--- config.mk ---
export PLATFORM = sky130hd
export DESIGN_NAME = axi4_lite_reg_slave_flat
export DESIGN_NICKNAME = d
export VERILOG_FILES = /design/src/rtl/axi4_lite_pkg.sv /design/src/rtl/axi4_lite_reg_slave_if.sv /design/src/rtl/axi4_lite_reg_bank.sv /design/src/rtl/axi4_lite_reg_slave.sv /design/src/flat_wrapper.sv
export SDC_FILE = /design/constraint.sdc
export NUM_CORES = 1
export LEC_CHECK = 0
export CELL_PAD_IN_SITES_DETAIL_PLACEMENT = 1
export CELL_PAD_IN_SITES_GLOBAL_PLACEMENT = 2
export CORE_MARGIN = 1
export CORE_UTILIZATION = 36
export CTS_CLUSTER_SIZE = 20
export DETAILED_ROUTE_END_ITERATION = 8
export GPL_TIMING_DRIVEN = 0
export PLACE_DENSITY_LB_ADDON = 0.1
export SLEW_MARGIN = 20
export SYNTH_ARGS = -nofsm -noshare
export SYNTH_HDL_FRONTEND = slang
export SYNTH_HIERARCHICAL = 1
export SYNTH_SLANG_ARGS = --single-unit
export TNS_END_PERCENT = 10
--- constraint.sdc ---
create_clock -name ACLK -period 6.55 [get_ports ACLK]
set_clock_uncertainty 0.2 [all_clocks]
set_input_delay 0.655 -clock ACLK [delete_from_list [all_inputs] [get_ports ACLK]]
set_output_delay 0.655 -clock ACLK [all_outputs]
set_load 0.02 [all_outputs]
--- src/rtl/axi4_lite_pkg.sv ---
// Shared AXI4-Lite definitions: response codes, FSM encodings and address helpers
// for the register slave and its register bank.
package axi4_lite_pkg;

    localparam logic [1:0] RESP_OKAY   = 2'b00;
    localparam logic [1:0] RESP_EXOKAY = 2'b01;
    localparam logic [1:0] RESP_SLVERR = 2'b10;
    localparam logic [1:0] RESP_DECERR = 2'b11;

    typedef enum logic {
        W_COLLECT = 1'b0,
        W_RESP    = 1'b1
    } wrState_t;

    typedef enum logic {
        R_IDLE = 1'b0,
        R_DATA = 1'b1
    } rdState_t;

    // Number of byte-offset bits dropped when turning a byte address into a register index.
    function automatic int addrLsbCount(input int dataWidth);
        return (dataWidth == 64) ? 3 : 2;
    endfunction

endpackage

--- src/rtl/axi4_lite_reg_slave_if.sv ---
// AXI4-Lite bus bundle between a master and the register slave.
interface axi4_lite_reg_slave_if #(
    parameter int ADDRESS_WIDTH = 32,
    parameter int DATA_WIDTH    = 32
);
    logic [ADDRESS_WIDTH-1:0]  S_AXI_AWADDR;
    logic                      S_AXI_AWVALID;
    logic                      S_AXI_AWREADY;
    logic [DATA_WIDTH-1:0]     S_AXI_WDATA;
    logic [DATA_WIDTH/8-1:0]   S_AXI_WSTRB;
    logic                      S_AXI_WVALID;
    logic                      S_AXI_WREADY;
    logic [1:0]                S_AXI_BRESP;
    logic                      S_AXI_BVALID;
    logic                      S_AXI_BREADY;
    logic [ADDRESS_WIDTH-1:0]  S_AXI_ARADDR;
    logic                      S_AXI_ARVALID;
    logic                      S_AXI_ARREADY;
    logic [DATA_WIDTH-1:0]     S_AXI_RDATA;
    logic [1:0]                S_AXI_RRESP;
    logic                      S_AXI_RVALID;
    logic                      S_AXI_RREADY;

    modport master (
        output S_AXI_AWADDR, S_AXI_AWVALID, S_AXI_WDATA, S_AXI_WSTRB, S_AXI_WVALID,
               S_AXI_BREADY, S_AXI_ARADDR, S_AXI_ARVALID, S_AXI_RREADY,
        input  S_AXI_AWREADY, S_AXI_WREADY, S_AXI_BRESP, S_AXI_BVALID,
               S_AXI_ARREADY, S_AXI_RDATA, S_AXI_RRESP, S_AXI_RVALID
    );

    modport slave (
        input  S_AXI_AWADDR, S_AXI_AWVALID, S_AXI_WDATA, S_AXI_WSTRB, S_AXI_WVALID,
               S_AXI_BREADY, S_AXI_ARADDR, S_AXI_ARVALID, S_AXI_RREADY,
        output S_AXI_AWREADY, S_AXI_WREADY, S_AXI_BRESP, S_AXI_BVALID,
               S_AXI_ARREADY, S_AXI_RDATA, S_AXI_RRESP, S_AXI_RVALID
    );
endinterface

--- src/rtl/axi4_lite_reg_bank.sv ---
// Register storage with byte-strobe merge, address decode/range check and
// a one-cycle per-register write pulse.
module axi4_lite_reg_bank
    import axi4_lite_pkg::*;
#(
    parameter int                     ADDRESS_WIDTH = 32,
    parameter int                     DATA_WIDTH    = 32,
    parameter int                     NUM_REGS      = 16,
    parameter logic [ADDRESS_WIDTH-1:0] BASE_ADDR   = '0
) (
    input  logic                           clk,
    input  logic                           rst,
    input  logic                           i_wrEn,
    input  logic [ADDRESS_WIDTH-1:0]       i_wrAddr,
    input  logic [DATA_WIDTH-1:0]          i_wrData,
    input  logic [DATA_WIDTH/8-1:0]        i_wrStrb,
    input  logic [ADDRESS_WIDTH-1:0]       i_rdAddr,
    output logic                           o_wrInRange,
    output logic                           o_rdInRange,
    output logic [DATA_WIDTH-1:0]          o_rdData,
    output logic [NUM_REGS*DATA_WIDTH-1:0] o_regQ,
    output logic [NUM_REGS-1:0]            o_wrPulse
);

    localparam int ADDR_LSB = addrLsbCount(DATA_WIDTH);
    localparam int IDX_W    = (NUM_REGS > 1) ? $clog2(NUM_REGS) : 1;
    localparam int STRB_W   = DATA_WIDTH / 8;
    localparam logic [ADDRESS_WIDTH-1:0] NUM_REGS_A = ADDRESS_WIDTH'(NUM_REGS);

    logic [DATA_WIDTH-1:0]    r_regs [NUM_REGS];
    logic [NUM_REGS-1:0]      r_wrPulse;
    logic [ADDRESS_WIDTH-1:0] w_wrIdxFull;
    logic [ADDRESS_WIDTH-1:0] w_rdIdxFull;
    logic [IDX_W-1:0]         w_wrIdx;
    logic [IDX_W-1:0]         w_rdIdx;

    // The full-width index is kept for the range test so huge offsets never alias.
    assign w_wrIdxFull = (i_wrAddr - BASE_ADDR) >> ADDR_LSB;
    assign w_rdIdxFull = (i_rdAddr - BASE_ADDR) >> ADDR_LSB;
    assign o_wrInRange = (i_wrAddr >= BASE_ADDR) && (w_wrIdxFull < NUM_REGS_A);
    assign o_rdInRange = (i_rdAddr >= BASE_ADDR) && (w_rdIdxFull < NUM_REGS_A);
    assign w_wrIdx     = w_wrIdxFull[IDX_W-1:0];
    assign w_rdIdx     = w_rdIdxFull[IDX_W-1:0];

    always_ff @(posedge clk) begin
        if (rst) begin
            for (int i = 0; i < NUM_REGS; i++) begin
                r_regs[i] <= '0;
            end
            r_wrPulse <= '0;
        end else begin
            r_wrPulse <= '0;
            if (i_wrEn && o_wrInRange) begin
                r_wrPulse[w_wrIdx] <= 1'b1;
                for (int k = 0; k < STRB_W; k++) begin
                    if (i_wrStrb[k]) begin
                        r_regs[w_wrIdx][8*k +: 8] <= i_wrData[8*k +: 8];
                    end
                end
            end
        end
    end

    assign o_rdData  = o_rdInRange ? r_regs[w_rdIdx] : '0;
    assign o_wrPulse = r_wrPulse;

    always_comb begin
        o_regQ = '0;
        for (int i = 0; i < NUM_REGS; i++) begin
            o_regQ[i*DATA_WIDTH +: DATA_WIDTH] = r_regs[i];
        end
    end

endmodule

--- src/rtl/axi4_lite_reg_slave.sv ---
// AXI4-Lite register-file slave: independent write (AW/W collect + B) and read
// (AR + R) state machines in front of a register bank.
module axi4_lite_reg_slave
    import axi4_lite_pkg::*;
#(
    parameter int                     ADDRESS_WIDTH = 32,
    parameter int                     DATA_WIDTH    = 32,
    parameter int                     NUM_REGS      = 16,
    parameter logic [ADDRESS_WIDTH-1:0] BASE_ADDR   = '0
) (
    input  logic                           ACLK,
    input  logic                           ARESET,
    axi4_lite_reg_slave_if.slave           s_axi,
    output logic [NUM_REGS*DATA_WIDTH-1:0] reg_q,
    output logic [NUM_REGS-1:0]            wr_pulse
);

    localparam int STRB_W = DATA_WIDTH / 8;

    logic                     r_readyEn;
    wrState_t                 r_wState, w_wStateNext;
    logic                     r_awHeld, w_awHeldNext;
    logic                     r_wHeld, w_wHeldNext;
    logic [ADDRESS_WIDTH-1:0] r_awAddr;
    logic [DATA_WIDTH-1:0]    r_wData;
    logic [STRB_W-1:0]        r_wStrb;
    logic                     r_bvalid, w_bvalidNext;
    logic [1:0]               r_bresp, w_brespNext;
    rdState_t                 r_rState, w_rStateNext;
    logic                     r_rvalid, w_rvalidNext;
    logic [DATA_WIDTH-1:0]    r_rdata, w_rdataNext;
    logic [1:0]               r_rresp, w_rrespNext;

    logic                     w_awReady, w_wReady, w_arReady;
    logic                     w_awHs, w_wHs, w_arHs;
    logic                     w_commit;
    logic [ADDRESS_WIDTH-1:0] w_commitAddr;
    logic [DATA_WIDTH-1:0]    w_commitData;
    logic [STRB_W-1:0]        w_commitStrb;
    logic                     w_wrInRange, w_rdInRange;
    logic [DATA_WIDTH-1:0]    w_bankRdData;

    // READYs come only from flops; r_readyEn keeps them low until the cycle after reset.
    assign w_awReady = r_readyEn && (r_wState == W_COLLECT) && !r_awHeld;
    assign w_wReady  = r_readyEn && (r_wState == W_COLLECT) && !r_wHeld;
    assign w_arReady = r_readyEn && (r_rState == R_IDLE);
    assign w_awHs    = s_axi.S_AXI_AWVALID && w_awReady;
    assign w_wHs     = s_axi.S_AXI_WVALID && w_wReady;
    assign w_arHs    = s_axi.S_AXI_ARVALID && w_arReady;

    assign w_commitAddr = r_awHeld ? r_awAddr : s_axi.S_AXI_AWADDR;
    assign w_commitData = r_wHeld  ? r_wData  : s_axi.S_AXI_WDATA;
    assign w_commitStrb = r_wHeld  ? r_wStrb  : s_axi.S_AXI_WSTRB;

    axi4_lite_reg_bank #(
        .ADDRESS_WIDTH (ADDRESS_WIDTH),
        .DATA_WIDTH    (DATA_WIDTH),
        .NUM_REGS      (NUM_REGS),
        .BASE_ADDR     (BASE_ADDR)
    ) u_bank (
        .clk         (ACLK),
        .rst         (ARESET),
        .i_wrEn      (w_commit),
        .i_wrAddr    (w_commitAddr),
        .i_wrData    (w_commitData),
        .i_wrStrb    (w_commitStrb),
        .i_rdAddr    (s_axi.S_AXI_ARADDR),
        .o_wrInRange (w_wrInRange),
        .o_rdInRange (w_rdInRange),
        .o_rdData    (w_bankRdData),
        .o_regQ      (reg_q),
        .o_wrPulse   (wr_pulse)
    );

    always_comb begin
        w_wStateNext = r_wState;
        w_awHeldNext = r_awHeld;
        w_wHeldNext  = r_wHeld;
        w_bvalidNext = r_bvalid;
        w_brespNext  = r_bresp;
        w_commit     = 1'b0;
        case (r_wState)
            W_COLLECT: begin
                if (w_awHs) w_awHeldNext = 1'b1;
                if (w_wHs)  w_wHeldNext  = 1'b1;
                if ((r_awHeld || w_awHs) && (r_wHeld || w_wHs)) begin
                    w_commit     = 1'b1;
                    w_bvalidNext = 1'b1;
                    w_brespNext  = w_wrInRange ? RESP_OKAY : RESP_SLVERR;
                    w_wStateNext = W_RESP;
                end
            end
            W_RESP: begin
                if (s_axi.S_AXI_BREADY) begin
                    w_bvalidNext = 1'b0;
                    w_awHeldNext = 1'b0;
                    w_wHeldNext  = 1'b0;
                    w_wStateNext = W_COLLECT;
                end
            end
            default: w_wStateNext = W_COLLECT;
        endcase
    end

    always_comb begin
        w_rStateNext = r_rState;
        w_rvalidNext = r_rvalid;
        w_rdataNext  = r_rdata;
        w_rrespNext  = r_rresp;
        case (r_rState)
            R_IDLE: begin
                if (w_arHs) begin
                    w_rvalidNext = 1'b1;
                    w_rdataNext  = w_bankRdData;
                    w_rrespNext  = w_rdInRange ? RESP_OKAY : RESP_SLVERR;
                    w_rStateNext = R_DATA;
                end
            end
            R_DATA: begin
                if (s_axi.S_AXI_RREADY) begin
                    w_rvalidNext = 1'b0;
                    w_rStateNext = R_IDLE;
                end
            end
            default: w_rStateNext = R_IDLE;
        endcase
    end

    always_ff @(posedge ACLK) begin
        if (ARESET) begin
            r_readyEn <= 1'b0;
            r_wState  <= W_COLLECT;
            r_awHeld  <= 1'b0;
            r_wHeld   <= 1'b0;
            r_awAddr  <= '0;
            r_wData   <= '0;
            r_wStrb   <= '0;
            r_bvalid  <= 1'b0;
            r_bresp   <= RESP_OKAY;
            r_rState  <= R_IDLE;
            r_rvalid  <= 1'b0;
            r_rdata   <= '0;
            r_rresp   <= RESP_OKAY;
        end else begin
            r_readyEn <= 1'b1;
            r_wState  <= w_wStateNext;
            r_awHeld  <= w_awHeldNext;
            r_wHeld   <= w_wHeldNext;
            if (w_awHs) r_awAddr <= s_axi.S_AXI_AWADDR;
            if (w_wHs) begin
                r_wData <= s_axi.S_AXI_WDATA;
                r_wStrb <= s_axi.S_AXI_WSTRB;
            end
            r_bvalid  <= w_bvalidNext;
            r_bresp   <= w_brespNext;
            r_rState  <= w_rStateNext;
            r_rvalid  <= w_rvalidNext;
            r_rdata   <= w_rdataNext;
            r_rresp   <= w_rrespNext;
        end
    end

    assign s_axi.S_AXI_AWREADY = w_awReady;
    assign s_axi.S_AXI_WREADY  = w_wReady;
    assign s_axi.S_AXI_BVALID  = r_bvalid;
    assign s_axi.S_AXI_BRESP   = r_bresp;
    assign s_axi.S_AXI_ARREADY = w_arReady;
    assign s_axi.S_AXI_RVALID  = r_rvalid;
    assign s_axi.S_AXI_RDATA   = r_rdata;
    assign s_axi.S_AXI_RRESP   = r_rresp;

endmodule

--- src/flat_wrapper.sv ---
// flat-port wrapper written by rule: the top's interface ports become plain ports
module axi4_lite_reg_slave_flat import axi4_lite_pkg::*;
#(
    parameter int                     ADDRESS_WIDTH = 32,
    parameter int                     DATA_WIDTH    = 32,
    parameter int                     NUM_REGS      = 16,
    parameter logic [ADDRESS_WIDTH-1:0] BASE_ADDR   = '0
)
  (ACLK, ARESET, reg_q, wr_pulse, s_axi_S_AXI_AWADDR, s_axi_S_AXI_AWVALID, s_axi_S_AXI_WDATA, s_axi_S_AXI_WSTRB, s_axi_S_AXI_WVALID, s_axi_S_AXI_BREADY, s_axi_S_AXI_ARADDR, s_axi_S_AXI_ARVALID, s_axi_S_AXI_RREADY, s_axi_S_AXI_AWREADY, s_axi_S_AXI_WREADY, s_axi_S_AXI_BRESP, s_axi_S_AXI_BVALID, s_axi_S_AXI_ARREADY, s_axi_S_AXI_RDATA, s_axi_S_AXI_RRESP, s_axi_S_AXI_RVALID);
  axi4_lite_reg_slave_if #(.ADDRESS_WIDTH(ADDRESS_WIDTH), .DATA_WIDTH(DATA_WIDTH)) s_axi_i ();
  input  logic ACLK;
  input  logic ARESET;
  output logic [NUM_REGS*DATA_WIDTH-1:0] reg_q;
  output logic [NUM_REGS-1:0] wr_pulse;
  input wire logic [$bits(s_axi_i.S_AXI_AWADDR)-1:0] s_axi_S_AXI_AWADDR;
  input wire logic [$bits(s_axi_i.S_AXI_AWVALID)-1:0] s_axi_S_AXI_AWVALID;
  input wire logic [$bits(s_axi_i.S_AXI_WDATA)-1:0] s_axi_S_AXI_WDATA;
  input wire logic [$bits(s_axi_i.S_AXI_WSTRB)-1:0] s_axi_S_AXI_WSTRB;
  input wire logic [$bits(s_axi_i.S_AXI_WVALID)-1:0] s_axi_S_AXI_WVALID;
  input wire logic [$bits(s_axi_i.S_AXI_BREADY)-1:0] s_axi_S_AXI_BREADY;
  input wire logic [$bits(s_axi_i.S_AXI_ARADDR)-1:0] s_axi_S_AXI_ARADDR;
  input wire logic [$bits(s_axi_i.S_AXI_ARVALID)-1:0] s_axi_S_AXI_ARVALID;
  input wire logic [$bits(s_axi_i.S_AXI_RREADY)-1:0] s_axi_S_AXI_RREADY;
  output wire logic [$bits(s_axi_i.S_AXI_AWREADY)-1:0] s_axi_S_AXI_AWREADY;
  output wire logic [$bits(s_axi_i.S_AXI_WREADY)-1:0] s_axi_S_AXI_WREADY;
  output wire logic [$bits(s_axi_i.S_AXI_BRESP)-1:0] s_axi_S_AXI_BRESP;
  output wire logic [$bits(s_axi_i.S_AXI_BVALID)-1:0] s_axi_S_AXI_BVALID;
  output wire logic [$bits(s_axi_i.S_AXI_ARREADY)-1:0] s_axi_S_AXI_ARREADY;
  output wire logic [$bits(s_axi_i.S_AXI_RDATA)-1:0] s_axi_S_AXI_RDATA;
  output wire logic [$bits(s_axi_i.S_AXI_RRESP)-1:0] s_axi_S_AXI_RRESP;
  output wire logic [$bits(s_axi_i.S_AXI_RVALID)-1:0] s_axi_S_AXI_RVALID;
  assign s_axi_i.S_AXI_AWADDR = s_axi_S_AXI_AWADDR;
  assign s_axi_i.S_AXI_AWVALID = s_axi_S_AXI_AWVALID;
  assign s_axi_i.S_AXI_WDATA = s_axi_S_AXI_WDATA;
  assign s_axi_i.S_AXI_WSTRB = s_axi_S_AXI_WSTRB;
  assign s_axi_i.S_AXI_WVALID = s_axi_S_AXI_WVALID;
  assign s_axi_i.S_AXI_BREADY = s_axi_S_AXI_BREADY;
  assign s_axi_i.S_AXI_ARADDR = s_axi_S_AXI_ARADDR;
  assign s_axi_i.S_AXI_ARVALID = s_axi_S_AXI_ARVALID;
  assign s_axi_i.S_AXI_RREADY = s_axi_S_AXI_RREADY;
  assign s_axi_S_AXI_AWREADY = s_axi_i.S_AXI_AWREADY;
  assign s_axi_S_AXI_WREADY = s_axi_i.S_AXI_WREADY;
  assign s_axi_S_AXI_BRESP = s_axi_i.S_AXI_BRESP;
  assign s_axi_S_AXI_BVALID = s_axi_i.S_AXI_BVALID;
  assign s_axi_S_AXI_ARREADY = s_axi_i.S_AXI_ARREADY;
  assign s_axi_S_AXI_RDATA = s_axi_i.S_AXI_RDATA;
  assign s_axi_S_AXI_RRESP = s_axi_i.S_AXI_RRESP;
  assign s_axi_S_AXI_RVALID = s_axi_i.S_AXI_RVALID;
  axi4_lite_reg_slave #(.ADDRESS_WIDTH(ADDRESS_WIDTH), .DATA_WIDTH(DATA_WIDTH), .NUM_REGS(NUM_REGS), .BASE_ADDR(BASE_ADDR)) u_core (.ACLK(ACLK), .ARESET(ARESET), .s_axi(s_axi_i), .reg_q(reg_q), .wr_pulse(wr_pulse));
endmodule
# Word-level counts from Yosys, hierarchy flattened
# Memory sizes are Yosys's and may differ from the RTL's.
# Cells that the tools add are included.
[op_classes]
bitwise_logic = 3
n_reduce_logical = 24
magnitude_cmp = 6
n_eq_ne = 6
mux = 47
[op_table]
columns = ["operator", "count"]
rows = [
  ["$mux W32", 4],
  ["$ge A32 B1 Y1 const B", 2],
  ["$lt A30 B5 Y1 const B", 2],
  ["$reduce_or A32 Y1", 1],
  ["$mux W1", 31],
  ["$logic_and A1 B1 Y1", 12],
  ["$mux W4", 3],
  ["$pmux W1 S2", 6],
  ["$reduce_and A2 Y1", 6],
  ["$ne A2 B1 Y1 const B", 3],
  ["$ne A2 B2 Y1 const B", 3],
  ["$lt A4 B5 Y1 const B", 1],
  ["$demux W1 S4", 1],
  ["$ge A4 B1 Y1 const B", 1],
  ["$mux W2", 2],
  ["$not A1 Y1", 3],
  ["$logic_not A1 Y1", 2],
  ["$logic_or A1 B1 Y1", 2],
  ["$reduce_or A2 Y1", 1],
]
[word_totals]
ff_bits = 127
output_inout_bits = 569
mem_count = 1
ram_bits = 512
elab_cells = 101
input_bits = 107
[mem_list]
columns = ["name", "words", "width", "rd", "rd_clocked_by_memory_dff", "write_ports", "line_no", "rtl"]
rows = [
  ["u_core.u_bank.r_regs", 16, 32, 17, 0, 16, "axi4_lite_reg_bank.sv:30", "logic [DATA_WIDTH-1:0] r_regs [NUM_REGS];"],
]

# Depth between registers and ports, before layout
# Gate-level depths: netlist of run 1.
[logic_depth]
depth_word = 14
depth_mapped = 10

# Modules after synthesis
# Netlist of run 1, hierarchy kept.
[modules_own_cells]
columns = ["mod", "instances", "cells_per_inst", "area_each_um2"]
rows = [
  ["axi4_lite_reg_bank", 1, 1667, 23575.1],
  ["axi4_lite_reg_slave", 1, 558, 4669.5],
]

# Least setup slack after synthesis of run 1
# OpenSTA, ideal clock, no wires.
[synth_timing]
path_kind = "reg2reg"
from = "register u_core.r_awHeld"
to = "memory u_core.u_bank.r_regs[14][0], enable pin"
period_less_slack_ps = 3278
stages_incl_launch_ff = 10
path_slack_ps = 3272
t_required_ps = 5975
arrival_ps = 2703
path_cell_list = "dfxtp_1 -> buf_6 -> buf_2 -> mux2_2 -> nor4_1 -> nand4_1 -> buf_4 -> or4_4 -> buf_6 -> o21bai_1"
[synth_lines]
columns = ["element", "line_no", "rtl"]
rows = [
  ["start, declared", "axi4_lite_reg_slave.sv:22", "logic r_awHeld, w_awHeldNext;"],
  ["start signal, assigned", "axi4_lite_reg_slave.sv:147", "r_awHeld <= w_awHeldNext;"],
  ["end, declared", "axi4_lite_reg_bank.sv:30", ""],
]

==> results.yml, run 1 <==
floorplanning:
  dieArea_um2: 79300
  io_pins: 676
  core-area_um2: 77500
  rows: 102
  die_y_um: 282
  die_w_um: 282
  initial_utilization_pct: 36.3
synthesis:
  syn-cell-area_um2: 28200
  syn_inst: 2215
  ys_warn_count: 6
  syn_avg_cell_area_um2: 12.7
pwr:
  post-layout-total-power_mw: 9.89
  power_density_nw_per_um2: 257
  ir_worst_vdd_uv: 151
  p_leak_nw: 12.6
worst_setup_path:
  cp.arrival_ns: 5.05
  crit_type: "reg -> reg"
  cpMaxStageDelayCell: "o21bai_1"
  critical_path.max_stage_delay_ns: 1.27
  crit_family: "simple AND/OR/NAND/NOR gates"
  path_buf_inv: 3
  critPathLaunchType: "flop"
  crit_fanout: 10
  required_ns: 6.58
  critPathCaptureType: "flop"
  worstPathCellList: "buf_6 -> buf_2 -> mux2_2 -> nor4_1 -> and3_1 -> buf_2 -> nand4_1 -> o21bai_1"
  cp_common_cell: "buf_2"
clock_tree:
  clk_latency_ns: 0.63
  htreeDepth: 3
  clock-sinks: 635
  path_clk_slew_ns: 0.06
  cts_buffers: 72
  clk_path_buf_depth: 3
  root_buffer: "clkbuf_16"
  cts_hold_buffers: 0
  cts_tree: "built"
  post-cts-setup-buffers: 0
  cts_resized: 0
detailed_routing:
  drc: 0
  antenna_left: 0
  vias_per_cell: 5.81
  routedWlPerCell_um: 34.9
  drt_iter0_markers: 2696
  first_pass_iters: 5
  vias: 23556
  routed_wl_um: 141000
placement:
  numPortBuffers: 666
  hpwl_um: 109000
  gp_congestion: 0.932
global_route:
  grt_pass1_vias: 23972
  grt_max_degree: 14
  grt_usage_pct: 35.2
  antenna_found_initial: 7
  gr-total-overflow: 0
  grt_pass1_wl_um: 190000
timing:
  tns_ns: 0
  final_hold_viol_count: 0
  post-route-period-util_pct: 76.5
  setup_viol: 0
  relSlewSlack_pct: 11.7
  fmax_mhz: 199
  holdWs_ns: 0.252
  tightest_slew_ns: 1.32
  finalCriticalPeriod_ns: 5.01
  slew_violations: 0
  rsz0062_at_grt: "no"
cells_and_area:
  syn_to_final_growth_pct: 36.9
  nNetsFinal: 3063
  drive_gt1_share_pct: 15.6
worst_hold_path:
  hp-class: "reg -> reg"
run_status:
  status: "finished clean"
flow_run:
  cap_violations: 0
==> worst paths after layout <==
path | from | to | slack (ns) | cells past startpoint
max reg2reg | u_core/r_awHeld | u_core/u_bank/r_regs[9][24] | 1.54 | 8
max | u_core/r_awHeld | u_core/u_bank/r_regs[9][24] | 1.54 | 8
min reg2reg | u_core/r_wData[21] | u_core/r_wData[21] | 0.25 | 2
min | u_core/r_wData[21] | u_core/r_wData[21] | 0.25 | 2
==> sequential cells by signal, summed over array words and instances, names as in the netlist <==
name                       cells
u_core/r_rState                1
u_core/r_wStrb                 4
u_core/r_readyEn               1
u_core/s_axi.S_AXI_RRESP       1
u_core/s_axi.S_AXI_BRESP       1
u_core/u_bank/o_wrPulse       16
u_core/r_wData                32
u_core/r_wState                1
u_core/u_bank/r_regs         512
u_core/r_awAddr               30
u_core/r_awHeld                1
u_core/s_axi.S_AXI_RDATA      32
u_core/s_axi.S_AXI_BVALID      1
u_core/r_wHeld                 1
u_core/s_axi.S_AXI_RVALID      1
==> layout by cell type (no fill, tap or decap), types with 29 or more instances in the layout <==
cell,n
dfxtp_1,123
nand3_1,97
a22oi_1,62
a21oi_1,136
mux2_2,66
buf_6,29
clkdlybuf4s50_1,666
nand2_1,210
buf_2,40
clkbuf_16,74
nor2_1,505
nor2_2,33
clkbuf_1,117
a31o_2,34
edfxtp_1,512
mux4_2,128
==> area by class of cell <==
class                           instances  area, um2
Tap cell                             1040       1300
Clock buffer                          100       2070
Buffer                                195       1050
Antenna cell                            1       2.50
Sequential cell                       635      17800
Timing Repair Buffer                  666       6670
Multi-Input combinational cell       1383       9290
Fill cell                            8085      38900
Inverter                                3       11.3
Clock inverter                         33        314
==> metrics by stage <==
stage | cell area [um2] | util, % | worst slack (ns) | instances
3_3_place_gp | 36100 | 46.6 | 1.33 | 3922
4_1_cts | 38500 | 49.7 | 1.61 | 4055
6_report | 38500 | 49.7 | 1.54 | 4056
3_5_place_dp | 36100 | 46.7 | 1.33 | 3922
5_1_grt | 38500 | 49.7 | 1.48 | 4055
2_1_floorplan | 28200 | - | 3.29 | 2216
==> where the power goes <==
part           leakage (nW)  switching [mW]  total (mW)  internal [mW]
Sequential             6.28           0.117        4.60           4.48
Clock                  1.16            1.71        4.09           2.38
Combinational          5.15           0.732        1.20          0.465
==> worst reg2reg max path, stage by stage, from the launching register on <==
cell	delay, ns
dfxtp_1	0.33
buf_6	0.13
buf_2	0.26
mux2_2	0.37
nor4_1	0.59
and3_1	0.35
buf_2	0.24
nand4_1	0.89
o21bai_1	1.27
==> metal layers <==
layer  track usage (%)  vias up  wire, um
li1                  -     9558         -
met1              45.1    12274     54200
met2              58.6     1468     69200
met3              7.11      244     12800
met4              13.4       12      5240
met5                 0        -        92
Note: power is estimated with default switching activity, not from simulation.
==> run 2, diff against run 1 <==
CORE_UTILIZATION = 30   (was 36)
clock period = 4.31 ns   (was 6.55 ns; I/O delays follow)
==> run 2 against run 1 <==
Combinational power grew 56%; die area is 20% higher; count of clock-buffer cells in the layout is 4 higher; global-route usage down 4.1 points; total power increased by 54%; sequential power rose by 52%; cell count increased by 5.7%; non-clock buffer count grew 12; worst hold slack worse by 0.067 ns; design area grew 1.3%; worst setup slack lost 1.4 ns; critical endpoint is now u_core/u_bank/r_regs[8][6]; largest cell class unchanged.
==> results.yml, run 2 (same netlist as run 1, synthesis figures left out) <==
worst_setup_path:
  cp.arrival_ns: 4.23
  r2r_slack_ns: 0.12
  reg2reg_to: "u_core/u_bank/r_regs[8][6]"
  critPathCaptureType: "flop"
  reg2reg_depth: 9
  crit_type: "reg -> reg"
  required_ns: 4.36
  crit_fanout: 10
  critPathLaunchType: "flop"
  rr_startpoint: "u_core/r_awHeld"
clock_tree:
  cts_hold_buffers: 0
  clk_path_buf_depth: 3
  root_buffer: "clkbuf_16"
  htreeDepth: 3
  cts_tree: "built"
  clock-sinks: 635
  path_clk_slew_ns: 0.06
  clk_latency_ns: 0.63
  cts_buffers: 75
placement:
  gp_congestion: 0.890
  dpl_worst_slack_ns: -0.788
  numPortBuffers: 666
  hpwl_um: 116000
pwr:
  post-layout-total-power_mw: 15.2
  p_leak_nw: 12.7
  ir_worst_vdd_uv: 241
  power_density_nw_per_um2: 389
cells_and_area:
  drive_gt1_share_pct: 16.6
  largest-register: "u_core/u_bank/r_regs"
  fin_util_pct: 41.9
  largest_register_ffs: 512
  final_cell_mix: "clkdlybuf4s50_1, edfxtp_1, nor2_1"
  nNetsFinal: 3078
  syn_to_final_growth_pct: 38.6
  mostFrequentLayoutCell: "clkdlybuf4s50_1"
timing:
  fmax_mhz: 239
  final_hold_viol_count: 0
  tns_ns: 0
  relSlewSlack_pct: 15.7
  rsz0062_at_grt: "no"
  tightest_slew_ns: 1.27
  slew_violations: 0
  holdWs_ns: 0.185
  post-route-period-util_pct: 97.1
  finalWorstSetupSlack_ns: 0.124
  finalCriticalPeriod_ns: 4.19
  setup_viol: 0
detailed_routing:
  vias: 23385
  antenna_left: 0
  drt_iter0_markers: 2168
  first_pass_iters: 5
  drc: 0
  routed_wl_um: 151000
  routedWlPerCell_um: 35.1
  vias_per_cell: 5.45
global_route:
  antenna_found_initial: 8
  grt_usage_pct: 31.1
  gr-total-overflow: 0
  grt_pass1_vias: 23660
  grt_pass1_wl_um: 199000
  grt_max_degree: 13
worst_hold_path:
  hold_end: "u_core/r_awAddr[24]"
  hp-start: "s_axi_S_AXI_AWADDR[24]"
  hp-class: "in -> reg"
  hold_depth: 3
floorplanning:
  io_pins: 676
  dieArea_um2: 95100
  initial_utilization_pct: 30.2
  die_y_um: 308
  die_w_um: 308
  rows: 112
  core-area_um2: 93200
flow_run:
  cap_violations: 0
run_status:
  status: "finished clean"
run 2: cell types whose count changed in the layout (fill, tap and decap cells not counted), sizes merged:
| cell | delta |
|---|---|
| inv | +1 |
| diode | +2 |
| clkinvlp | -2 |
| buf | +12 |
| bufinv | +2 |
| clkbuf | +4 |
| clkinv | -2 |
run 2: final cells by class:
| type | instances | area, um2 |
|---|---|---|
| Inverter | 3 | 11.3 |
| Fill cell | 9846 | 54200 |
| Antenna cell | 3 | 7.51 |
| Clock buffer | 104 | 2040 |
| Tap cell | 1254 | 1570 |
| Clock inverter | 32 | 344 |
| Buffer | 195 | 1050 |
| Timing Repair Buffer | 678 | 6770 |
| Multi-Input combinational cell | 1383 | 9410 |
| Sequential cell | 635 | 17800 |
run 2: report_power, final:
part	internal, mW	leakage, nW	switching, mW	total, mW
logic	0.714	5.29	1.15	1.87
registers	6.81	6.28	0.178	6.99
clock network	3.67	1.16	2.66	6.33
run 2: timing repair:
action / in CTS / in global routing
setup endpoints to repair: 388 / 0
endpoints found under the hold margin: 0 / 0
resized for setup: 28 / 0
buffers inserted: 11 / 0
run 2: per-stage QoR:
stage | area [um2] | cells
final | 39000 | 4287
after global routing | 39000 | 4284
after CTS | 39000 | 4283
after detailed placement | 36400 | 4136
after global placement | 36400 | 4136
after floorplan | 28200 | 2216
run 2: worst max-delay path by stage:
stage	cells past startpoint	start	end	slack, ns
6_report	9	u_core/r_awHeld	u_core/u_bank/r_regs[8][6]	0.12
3_5_place_dp	7	s_axi_S_AXI_AWADDR[17]	u_core/u_bank/r_regs[11][8]	-0.79
5_1_grt	9	u_core/r_awHeld	u_core/u_bank/r_regs[14][9]	0.03
4_1_cts	9	u_core/r_awHeld	u_core/u_bank/r_regs[8][6]	0.14
2_1_floorplan	9	u_core/r_awHeld	u_core/u_bank/r_regs[14][0]	1.05
3_3_place_gp	7	s_axi_S_AXI_AWADDR[17]	u_core/u_bank/r_regs[10][4]	-0.82
run 2: routing by layer:
metal / vias to the layer above / share of wire, % / GRT usage (%)
met5: - / 0.036 / 0
met4: 8 / 3.5 / 10.5
met3: 234 / 8.3 / 6.53
met2: 1295 / 49 / 52.3
met1: 12250 / 39 / 39.6
li1: 9598 / - / -
run 2: worst max-delay path, stage by stage (launching register included):
cell and delay [ns]:
dfxtp_1 0.33, buf_6 0.12, buf_2 0.26, mux2_2 0.38
nor4_2 0.47, and3_1 0.35, buf_2 0.25, nand4_1 0.13
clkbuf_1 0.56, o21bai_2 0.75
